===== src/rtl/ddr_cmd_sched.sv =====
// ddr_cmd_sched: single-request DDR command scheduler.
//
// Takes one read/write request at a time, consults a per-bank open-row table
// and issues PRE/ACT/RD/WR on the DIMM command bus with tRP/tRCD spacing.
// A free-running interval counter requests periodic refresh. Refresh is
// serviced from IDLE ahead of new requests: PRE-all (only if a bank is open),
// then REF, then a tRFC quiet period.
//
// Ports
//   clk, reset_n           clock (rising edge), async active-low reset
//   req_valid/req_ready    request handshake; accepted when both are high
//   req_we                 1 = write, 0 = read
//   req_bg/req_ba          target bank group / bank
//   req_row/req_col        target row / column
//   cs_n, act_n, cke       DIMM control pins
//   addr, ba, bg           DIMM address/command, bank, bank group
//   cmd_done               one-cycle pulse with the RD/WR of the held request
module ddr_cmd_sched #(
  parameter int ADDRWIDTH     = 17,
  parameter int BANKGROUPS    = 4,
  parameter int BANKSPERGROUP = 4,
  parameter int COLS          = 1024,
  parameter int TRCD          = 4,
  parameter int TRP           = 4,
  parameter int TRFC          = 16,
  parameter int TREFI         = 512
) (
  input  logic                             clk,
  input  logic                             reset_n,
  input  logic                             req_valid,
  output logic                             req_ready,
  input  logic                             req_we,
  input  logic [$clog2(BANKGROUPS)-1:0]    req_bg,
  input  logic [$clog2(BANKSPERGROUP)-1:0] req_ba,
  input  logic [ADDRWIDTH-1:0]             req_row,
  input  logic [$clog2(COLS)-1:0]          req_col,
  output logic                             cs_n,
  output logic                             act_n,
  output logic                             cke,
  output logic [ADDRWIDTH-1:0]             addr,
  output logic [$clog2(BANKSPERGROUP)-1:0] ba,
  output logic [$clog2(BANKGROUPS)-1:0]    bg,
  output logic                             cmd_done
);

  localparam int BGW  = $clog2(BANKGROUPS);
  localparam int BAW  = $clog2(BANKSPERGROUP);
  localparam int CW   = $clog2(COLS);
  localparam int NB   = BANKGROUPS * BANKSPERGROUP;
  localparam int IW   = (NB > 1) ? $clog2(NB) : 1;
  localparam int TMAX = (TRFC > TRP) ? ((TRFC > TRCD) ? TRFC : TRCD)
                                     : ((TRP > TRCD) ? TRP : TRCD);
  localparam int TW   = $clog2(TMAX + 1);
  localparam int RW   = (TREFI > 1) ? $clog2(TREFI) : 1;

  // Wait states are entered the cycle after the command, and the next
  // command issues the cycle after the timer hits zero, so load N-2.
  localparam int RP_LD  = (TRP  > 1) ? TRP  - 2 : 0;
  localparam int RCD_LD = (TRCD > 1) ? TRCD - 2 : 0;
  localparam int RFC_LD = (TRFC > 1) ? TRFC - 2 : 0;

  localparam logic [3:0] OP_PRE = 4'd3;
  localparam logic [3:0] OP_RD  = 4'd4;
  localparam logic [3:0] OP_REF = 4'd5;
  localparam logic [3:0] OP_WR  = 4'd6;

  typedef enum logic [2:0] {
    S_IDLE, S_PRE, S_WAIT_RP, S_ACT, S_WAIT_RCD, S_CAS, S_REF, S_WAIT_RFC
  } state_e;

  typedef struct packed {
    logic                 we;
    logic [BGW-1:0]       bg;
    logic [BAW-1:0]       ba;
    logic [ADDRWIDTH-1:0] row;
    logic [CW-1:0]        col;
  } req_t;

  state_e                       state_q, state_d;
  req_t                         req_q, req_d;
  logic                         pre_all_q, pre_all_d;
  logic [TW-1:0]                tmr_q, tmr_d;
  logic [RW-1:0]                refcnt_q, refcnt_d;
  logic                         ref_pend_q, ref_pend_d;
  logic [NB-1:0]                open_q, open_d;
  logic [NB-1:0][ADDRWIDTH-1:0] rowtab_q, rowtab_d;

  logic [IW-1:0] in_idx, q_idx;

  assign in_idx = IW'(req_bg) * IW'(BANKSPERGROUP) + IW'(req_ba);
  assign q_idx  = IW'(req_q.bg) * IW'(BANKSPERGROUP) + IW'(req_q.ba);

  function automatic logic [ADDRWIDTH-1:0] op_addr(input logic [3:0] op);
    op_addr = '0;
    op_addr[ADDRWIDTH-1 -: 4] = op;
  endfunction

  // reset_n gates ready because the flops sit in IDLE during reset.
  assign req_ready = reset_n && (state_q == S_IDLE) && !ref_pend_q;
  assign cke       = reset_n;

  // State register
  always_ff @(posedge clk or negedge reset_n) begin
    if (!reset_n) begin
      state_q    <= S_IDLE;
      req_q      <= '0;
      pre_all_q  <= 1'b0;
      tmr_q      <= '0;
      refcnt_q   <= '0;
      ref_pend_q <= 1'b0;
      open_q     <= '0;
      rowtab_q   <= '0;
    end else begin
      state_q    <= state_d;
      req_q      <= req_d;
      pre_all_q  <= pre_all_d;
      tmr_q      <= tmr_d;
      refcnt_q   <= refcnt_d;
      ref_pend_q <= ref_pend_d;
      open_q     <= open_d;
      rowtab_q   <= rowtab_d;
    end
  end

  // Next state
  always_comb begin
    state_d   = state_q;
    req_d     = req_q;
    pre_all_d = pre_all_q;
    tmr_d     = tmr_q;
    unique case (state_q)
      S_IDLE: begin
        if (ref_pend_q) begin
          if (|open_q) begin
            state_d   = S_PRE;
            pre_all_d = 1'b1;
          end else begin
            state_d   = S_REF;
          end
        end else if (req_valid) begin
          req_d     = '{we: req_we, bg: req_bg, ba: req_ba, row: req_row, col: req_col};
          pre_all_d = 1'b0;
          if (!open_q[in_idx])                  state_d = S_ACT;
          else if (rowtab_q[in_idx] == req_row) state_d = S_CAS;
          else                                  state_d = S_PRE;
        end
      end
      S_PRE: begin
        tmr_d   = TW'(RP_LD);
        state_d = (TRP > 1) ? S_WAIT_RP : (pre_all_q ? S_REF : S_ACT);
      end
      S_WAIT_RP: begin
        if (tmr_q == '0) state_d = pre_all_q ? S_REF : S_ACT;
        else             tmr_d   = tmr_q - 1'b1;
      end
      S_ACT: begin
        tmr_d   = TW'(RCD_LD);
        state_d = (TRCD > 1) ? S_WAIT_RCD : S_CAS;
      end
      S_WAIT_RCD: begin
        if (tmr_q == '0) state_d = S_CAS;
        else             tmr_d   = tmr_q - 1'b1;
      end
      S_CAS: state_d = S_IDLE;
      S_REF: begin
        tmr_d   = TW'(RFC_LD);
        state_d = (TRFC > 1) ? S_WAIT_RFC : S_IDLE;
      end
      S_WAIT_RFC: begin
        if (tmr_q == '0) state_d = S_IDLE;
        else             tmr_d   = tmr_q - 1'b1;
      end
      default: state_d = S_IDLE;
    endcase
  end

  // Open-row table and refresh interval tracking
  always_comb begin
    open_d   = open_q;
    rowtab_d = rowtab_q;
    if (state_q == S_ACT) begin
      open_d[q_idx]   = 1'b1;
      rowtab_d[q_idx] = req_q.row;
    end else if (state_q == S_PRE && !pre_all_q) begin
      open_d[q_idx]   = 1'b0;
    end else if (state_q == S_REF) begin
      open_d          = '0;
    end

    refcnt_d   = (refcnt_q == RW'(TREFI - 1)) ? '0 : refcnt_q + 1'b1;
    ref_pend_d = ref_pend_q;
    if (state_q == S_REF) ref_pend_d = 1'b0;
    // A fresh expiry wins over the clear; an expiry while pending is absorbed.
    if (refcnt_q == RW'(TREFI - 1)) ref_pend_d = 1'b1;
  end

  // Command bus: each command state drives its command for its one cycle.
  always_comb begin
    cs_n     = 1'b1;
    act_n    = 1'b1;
    addr     = '0;
    ba       = '0;
    bg       = '0;
    cmd_done = 1'b0;
    unique case (state_q)
      S_PRE: begin
        cs_n = 1'b0;
        addr = op_addr(OP_PRE);
        if (pre_all_q) begin
          addr[10] = 1'b1;
        end else begin
          ba = req_q.ba;
          bg = req_q.bg;
        end
      end
      S_ACT: begin
        cs_n  = 1'b0;
        act_n = 1'b0;
        addr  = req_q.row;
        ba    = req_q.ba;
        bg    = req_q.bg;
      end
      S_CAS: begin
        cs_n           = 1'b0;
        addr           = op_addr(req_q.we ? OP_WR : OP_RD);
        addr[CW-1:0]   = req_q.col;
        ba             = req_q.ba;
        bg             = req_q.bg;
        cmd_done       = 1'b1;
      end
      S_REF: begin
        cs_n = 1'b0;
        addr = op_addr(OP_REF);
      end
      default: ;
    endcase
  end

endmodule


===== config.mk =====
export PLATFORM = sky130hd
export DESIGN_NAME = ddr_cmd_sched
export DESIGN_NICKNAME = d
export VERILOG_FILES = /design/src/rtl/ddr_cmd_sched.sv
export SDC_FILE = /design/constraint.sdc
export NUM_CORES = 1
export LEC_CHECK = 0
export ABC_AREA = 1
export BUFFER_PORTS_ARGS = -buffer_cell sky130_fd_sc_hd__buf_4
export CAP_MARGIN = 20
export CORE_ASPECT_RATIO = 1.4
export CORE_MARGIN = 2
export CORE_UTILIZATION = 40
export CTS_CLUSTER_SIZE = 28
export DETAILED_ROUTE_END_ITERATION = 8
export GPL_ROUTABILITY_DRIVEN = 0
export HOLD_SLACK_MARGIN = 0.05
export PLACE_DENSITY = 0.58
export SLEW_MARGIN = 5
export SYNTH_ARGS = -nofsm -noshare
export SYNTH_HDL_FRONTEND = slang
export SYNTH_SLANG_ARGS = --single-unit

===== constraint.sdc =====
create_clock -name clk -period 1.8 [get_ports clk]
set_input_delay 0.09 -clock clk [delete_from_list [all_inputs] [get_ports clk]]
set_output_delay 0.09 -clock clk [all_outputs]
set_load 0.02 [all_outputs]

Word-level counts from Yosys, hierarchy flattened
Cells that the tools add are included.
Cells by class
  muxes and demuxes: 40
  bitwise logic cells: 4
  $add $sub $neg: 4
  magnitude comparators: 3
  equal/unequal tests: 15
  reduce and logical (&&, ||, !) cells: 21
Operator list (number)
  $bwmux 272: 1
  $bmux 17 s4: 1
  $demux 17 s4: 1
  $pmux 17 s4: 1
  $mux 16: 3
  $mux 17: 2
  $mux 3: 9
  $pmux 3 s8: 1
  $eq 17x17->1: 1
  $and 16x16->16: 1
  $not 16->16: 1
  $or 16x16->16: 1
  $reduce_or 16->1: 1
  $pmux 5 s3: 1
  $eq 3x3->1 const B: 4
  $mux 1: 11
  $lt 4x5->1 const B: 2
  $add 9x1->9 const B: 1
  $eq 9x9->1 const B: 1
  $mux 9: 1
  $add 4x2->4: 2
  $ne 2x2->1 const B: 4
  $pmux 2 s2: 2
  $eq 3x2->1 const B: 2
  22 further kinds: 32
Word-level totals
  bits in registers: 339
  output and inout bits: 26
  input port bits: 35
  logic and storage cells: 114

Logic depth before layout (Yosys ltp)
Gate-level depths: netlist of the first run.
  depth after elaboration: 9
  depth in mapped cells: 17
  gate-level depth less buffers: 16

Worst setup path after synthesis of the first run
No wires, ideal clock.
  path type: register to output
  from: register state_q[2]
  to: output addr[0]
  data arrival time: 1.793 ns
  path buffers: 3
  slack: -0.083 ns
  data required time: 1.710 ns
  cell stages (with the launch flop): 7
  path through: dfrtp_1 > buf_2 > nor2_2 > inv_1 > clkbuf_1 > clkbuf_1 > o21ai_0
On the way
  longest elaborated chain between the ends: 2
  elaborated cells between the ends (all ways): 5
  classes of those cells: eq/ne (4); mux (1)
RTL lines
  start: declaration: line 79  | state_e state_q, state_d;
  start signal: assignment: line 114  | state_q <= state_d;
  $eq 3x3->1, or another cell as far along: line 205  | unique case (state_q)
  $pmux 17 s4 (*): line 205
  end: declaration: line 40  | output logic [ADDRWIDTH-1:0] addr,
Mark *: on every way between the ends. The rest lies on a longest branch, timed or not.

Worst setup path after layout of the first run
  from: register state_q[0]
  to: output bg[1]
On the way
  longest elaborated chain between the ends: 3
  elaborated cells between the ends (all ways): 5
  classes of those cells: eq/ne (3); mux (1); reduce/logical (1)
RTL lines
  $eq 3x2->1 or $eq 3x3->1 (tied branches): line 205
  $reduce_or 2->1 (no line)
  $pmux 2 s2 (*): line 205
  end: declaration: line 42  | output logic [$clog2(BANKGROUPS)-1:0] bg,
Marks and branches as above.

==> impl_metrics.yaml, run 1 <==
power:
  power.share.combinational_pct: 34.1
  clockPowerShare_pct: 26.1
  seqPwrFrac_pct: 39.8
  p_switching_w: 0.0106
  p_per_area_nw_per_um2: 1460
  peakVddDrop_uv: 933
  sw_frac_of_total_pct: 36.4
  p_int_w: 0.0185
  p_leak_nw: 9.58
die:
  ios: 61
  die_area_sq_um: 41900
  start_util_pct: 40.2
  dieHeight_um: 241
  core_sq_um: 40100
  core.rowCount: 87
  die_w_um: 174
clocking:
  cts_tree: "yes"
  path_clk_slew_ps: 70
  ctsHtreeMaxLevel: 2
  insertion_delay_ps: 540
  clockRootBuffer: "clkbuf_16"
  cts.sinks: 339
  clk_path_buf_depth: 3
  cts_buffers: 36
synth:
  synth_mux_area_share_pct: 0.769
  syn_nets: 2131
  synth_xor_area_share_pct: 0.109
  synth_top_area_share_pct: 52.7
  synth_compound_area_share_pct: 13.4
  ys_warn_count: 0
  syn_avg_cell_area_sq_um: 7.69
  yosysUniqueCellTypes: 36
  synth-edff-count: 0
  netlist_top_cells_area: "dfrtp_1 53%, nand2_1 16%, o21ai_0 12%, nand3_1 5.3%, inv_1 3.8%"
  synth_top_area_cell: "dfrtp_1"
  yosys_register_bits: 339
  ys.flop_type: "dfrtp_1"
  yosys.area_share.simple_pct: 25.4
  async_reset_ff_share_pct: 100
  synth_top_family_by_area: "simple AND/OR/NAND/NOR gates"
  ys_seq_area_share_pct: 52.7
  synthCells: 2093
  netlist_area_sq_um: 16100
  synthAdderAreaFrac_pct: 0.233
worst_setup_path:
  critPathArrivalTime_ps: 2040
  path_class: "flop to primary output"
  cp-start-kind: "flop"
  required_ps: 1710
  r2r-start: "state_q[1]$_DFFE_PN0P_"
  cp-end-kind: "primary output"
  crit_start: "state_q[0]$_DFFE_PN0P_"
  r2r_cells: 14
  crit_fanout: 3
global_route:
  grt_start_max_net_pins: 64
  grt_pass1_vias: 14200
  grt_overflow_total: 0
  grt_use_total_pct: 25.3
  antenna_found_initial: 1
  grt_pass1_wl_um: 82000
drt:
  final_antenna_net_count: 0
  vias_per_cell: 5.23
  drt_wl_total_um: 53300
  vias: 14600
  routedWlPerCell_um: 19.0
  drt_iter0_drc: 1210
  drt_pre_antenna_iters: 6
  drc: 0
layout:
  multi_input_area_sq_um: 6550
  diodes: 0
  fill_cells: 3969
  syn_to_final_growth_pct: 23.6
  seqCellArea_sq_um: 8490
  nNetsFinal: 2279
  layout_commonest_cell: "nand2_1"
  final_core_util_pct: 49.7
  drive_above_1_share_pct: 14.3
  layout_common_cells: "701 x nand2_1, 363 x o21ai_0, 337 x dfrtp_1"
placed_design:
  hpwl_um: 33300
  place_ws_ps: -184
  portBuffers: 60
timing:
  setup_viol: 51
  fmax_ghz: 0.468
  post-route-period-util_pct: 119
  fin_ws_ps: -335
  finalHoldViolCount: 0
  finalMaxSlewViolations: 0
  maxSlewHeadroom_pct: 57.7
  skew_ps: 10.8
  period_needed_ps: 2130
  rsz0062_at_grt: "yes"
  worst_pin_slew_ps: 634
  whs_ps: 83.2
run:
  cap_violations: 0
worst_hold_path:
  worstHoldPathType: "input pin to asynchronous set/reset pin"
run_status:
  violations: "negative setup slack"
  status: "finished with violations"
[final timing paths]
kind                       slack (ps)                       end
max                              -330                     bg[1]
min                                80  rowtab_q[96]$_DFFE_PN0P_
max reg2reg                       -80      tmr_q[2]$_DFFE_PN0P_
min reg2reg                       480  rowtab_q[49]$_DFFE_PN0P_
max in group asynchronous         980    state_q[2]$_DFFE_PN0P_
min in group clk                   90     req_q[29]$_DFFE_PN0P_
[layout make-up]
type                       count  share of cell area [%]
sequential                   339                    42.6
multi-input combinational   1452                    32.9
timing repair buffer         245                    12.0
clock buffer                  52                    5.24
tap                          534                    3.36
inverter                     167                    3.21
clock inverter                 9                   0.635
[registers in the layout, summed over array words and instances (netlist names)]
signal      count
pre_all_q       1
state_q         3
rowtab_q      272
refcnt_q        9
req_q          32
ref_pend_q      1
open_q         16
tmr_q           5
[per-stage QoR]
stage	setup TNS (ps)	std cells	instance area (sq um)	total power [W]
floorplan	-331	2093	16100	0.0167
global placement	-152	2685	18100	0.0204
detailed placement	-335	2685	18100	0.0206
CTS	-4330	2786	19700	0.0288
global route	-10670	2798	19900	0.0310
finish	-6300	2798	19900	0.0290
[critical path: stages, from the launching register on]
cell and delay (ps):
dfrtp_1 410, inv_2 90, nor2_2 50, inv_2 70, buf_6 100, nor2_4 30, inv_2 60, nor2_2 30
nor2_2 120, inv_2 60, nor2_4 180, buf_6 150, nor2_4 30, buf_6 120
[what timing repair did]
action,4_1_cts,5_1_grt
buffers inserted,13,10
resized for setup,52,20
gates cloned,0,3
pin swaps,9,6
endpoints found under the hold margin,368,0
hold buffers,30,0
setup endpoints to repair,42,123
[synth_stat cells (2+ instances only)]
master	count
nand2_1	703
o21ai_0	375
dfrtp_1	339
nand3_1	169
inv_1	162
nor2_1	134
clkbuf_1	89
buf_2	37
o211ai_1	21
mux2_2	11
a21oi_1	7
buf_1	5
buf_4	4
inv_2	4
nor4_1	4
ha_1	3
a31oi_1	2
nand4_1	2
nor2_2	2
nor3_1	2
o21ai_1	2
xor2_1	2
[logic make-up after synthesis]
group | count (synthesis)
AND/OR/NAND/NOR | 1021
AO/OA/AOI/OAI | 415
flip-flops | 339
buffers and inverters | 302
multiplexers | 11
adder cells (fa/ha/maj) | 3
XOR/XNOR | 2
[power by group through the flow]
stage	logic, W	clock network, W	registers (W)
final	0.00989	0.00757	0.0116
after global routing	0.0111	0.00799	0.0118
after CTS	0.00963	0.00771	0.0115
after detailed placement	0.00900	0	0.0116
after global placement	0.00883	0	0.0115
after floorplan	0.00552	0	0.0112
[per-layer routing]
metal	wire (um)	GRT usage [%]	up-vias
met5	0	0	-
met4	1640	8.58	0
met3	3160	2.92	97
met2	26600	44.9	462
met1	21800	32.4	7092
li1	-	-	6980
No activity file was read; power rests on OpenSTA's default activity.
==> run 2: changes to the inputs <==
CELL_PAD_IN_SITES_DETAIL_PLACEMENT = 2   (was unset)
CELL_PAD_IN_SITES_GLOBAL_PLACEMENT = 2   (was unset)
CORE_UTILIZATION = 33   (was 40)
PLACE_DENSITY = 0.75   (was 0.58)
==> run 2 against run 1 <==
- the flow still finishes with violations (negative setup slack)
- cell count up 4.1%
- global-route usage up 2.1 points
- flip-flop and latch count stayed put
- register-to-register slack worse by 240 ps
- first-iteration DRC count up 2.2%
- clock-buffer cell count increased by 7
- worst setup slack got worse by 170 ps
- critical endpoint is now addr[9]
- largest cell class unchanged
==> impl_metrics.yaml, run 2 (synthesis results as in run 1) <==
drt:
  wl_met3_um: 3610
  drc: 0
  top_layer_used: "met4"
  drt_wl_total_um: 80700
  drt_pre_antenna_iters: 5
  vias: 16200
  wl_met2_um: 41300
  vias_per_cell: 5.55
  routedWlPerCell_um: 27.7
  final_antenna_net_count: 0
  drt-met1-wl_um: 30100
  drt_iter0_drc: 1237
worst_setup_path:
  required_ps: 1710
  reg2reg_setup_slack_ps: -320
  crit_fanout: 6
  path_class: "flop to primary output"
  cpLargestDelayFamily: "buffers and inverters"
  cp-end-kind: "primary output"
  regToRegEndpoint: "state_q[1]$_DFFE_PN0P_"
  critPathSlowestCell: "dfrtp_2"
  r2r-start: "state_q[1]$_DFFE_PN0P_"
  critPathMaxStageDelay_ps: 470
  r2r_cells: 15
  critPathArrivalTime_ps: 2210
  cp_num_buf_inv: 4
  cp-start-kind: "flop"
  crit_chain: "nor2_4, inv_4, nor2_4, buf_4, clkbuf_16, nand2_1, o21ai_0, buf_4"
layout:
  largest_register: "rowtab_q"
  layout_common_cells: "688 x nand2_1, 337 x dfrtp_1, 323 x o21ai_0"
  top_regs: "rowtab_q x272, req_q x32, open_q x16"
  largest_reg_flops: 272
  layout_commonest_cell: "nand2_1"
  syn_to_final_growth_pct: 30.2
  fin_cells: 2912
  drive_above_1_share_pct: 18.0
  fin_area_sq_um: 21000
  nNetsFinal: 2294
  fill_cells: 5282
timing:
  maxSlewHeadroom_pct: 33.1
  finalHoldViolCount: 0
  rsz0062_at_grt: "yes"
  fin_ws_ps: -502
  worst_pin_slew_ps: 1000
  whs_ps: 161
  period_needed_ps: 2300
  skew_ps: 32.0
  fmax_ghz: 0.434
  setup_viol: 203
  finalMaxSlewViolations: 0
  post-route-period-util_pct: 128
run_status:
  violations: "negative setup slack"
  status: "finished with violations"
power:
  clockPowerShare_pct: 25.3
  total_power_w: 0.0327
  power.share.combinational_pct: 38.0
  p_leak_nw: 9.92
  p_int_w: 0.0193
  p_switching_w: 0.0133
  sw_frac_of_total_pct: 40.8
  seqPwrFrac_pct: 36.7
  peakVddDrop_uv: 1150
  p_per_area_nw_per_um2: 1560
worst_hold_path:
  holdPathStages: 4
  hp-start: "req_bg[1]"
  min_to: "req_q[30]$_DFFE_PN0P_"
  worstHoldPathType: "input pin to flop"
clocking:
  clk_path_buf_depth: 3
  clockRootBuffer: "clkbuf_16"
  insertion_delay_ps: 560
  cts.sinks: 339
  cts_buffers: 38
  ctsHtreeMaxLevel: 2
  cts_tree: "yes"
  path_clk_slew_ps: 70
placed_design:
  post-place-cells: 2776
  postPlaceCellArea_sq_um: 18300
  portBuffers: 60
  place_ws_ps: -287
  hpwl_um: 41600
die:
  core.rowCount: 95
  start_util_pct: 33.5
  core_sq_um: 48100
  die_area_sq_um: 50600
  die_w_um: 191
  ios: 61
  dieHeight_um: 265
global_route:
  grt_use_total_pct: 27.4
  grt_start_max_net_pins: 123
  grt_overflow_total: 0
  grt_pass1_vias: 18000
  grt_pass1_wl_um: 106000
  antenna_found_initial: 3
run:
  cap_violations: 0
[run 2: how the worst max path moves through the flow]
stage,slack [ps],depth (start not counted),end,start
CTS,-300,11,bg[1],state_q[0]$_DFFE_PN0P_
global route,-530,8,addr[9],state_q[1]$_DFFE_PN0P_
detailed placement,-290,17,state_q[2]$_DFFE_PN0P_,req_ba[1]
finish,-500,8,addr[9],state_q[1]$_DFFE_PN0P_
global placement,-240,17,state_q[2]$_DFFE_PN0P_,req_ba[0]
floorplan,-80,6,addr[0],state_q[2]$_DFFE_PN0P_
[run 2: power groups by stage]
stage,Combinational (W),Clock [W],Sequential [W]
floorplan,0.00552,0,0.0112
global placement,0.00889,0,0.0115
detailed placement,0.00940,0,0.0117
CTS,0.0102,0.00825,0.0116
global route,0.0134,0.00864,0.0122
finish,0.0124,0.00826,0.0120
[run 2: cell type report]
type,count,area (sq um),area share [%]
diodes,1,2.50,0.0119
clock buffers,59,1180,5.65
clock inverters,6,82.6,0.394
inverters,167,638,3.04
multi-input cells,1452,6910,33.0
flip-flops and latches,339,8490,40.5
well taps,630,788,3.76
repair buffers,258,2870,13.7
[run 2: per-layer routing]
layer  global-route usage, %  up-vias
li1                        -     7018
met1                    31.5     8384
met2                    50.8      518
met3                    2.70      256
met4                    12.7        0
met5                       0        -
[run 2: what timing repair did]
| item | in CTS | in global routing |
|---|---|---|
| resized for setup | 68 | 150 |
| gates cloned | 0 | 15 |
| endpoints found under the hold margin | 368 | 0 |
| setup endpoints to repair | 37 | 179 |
| hold buffers | 31 | 0 |
| setup buffers | 12 | 13 |
| pin swaps | 16 | 24 |
[run 2: stage by stage]
step,util [%],TNS (ps)
floorplan,-,-331
finish,43.6,-17720
detailed placement,38.0,-1300
global route,43.5,-27380
global placement,38.0,-247
CTS,41.9,-4900
[run 2: worst reg2reg max path: stages (launching register included)]
cell and delay [ps]:
dfrtp_2 460, buf_4 150, inv_2 50, nor2_4 130, inv_2 70, nor2_4 140, inv_2 70, nand2_2 80
inv_2 50, o21ai_2 70, inv_2 80, o31ai_4 110, nand2_4 140, a21oi_2 160, o211ai_1 130, nand2_1 150
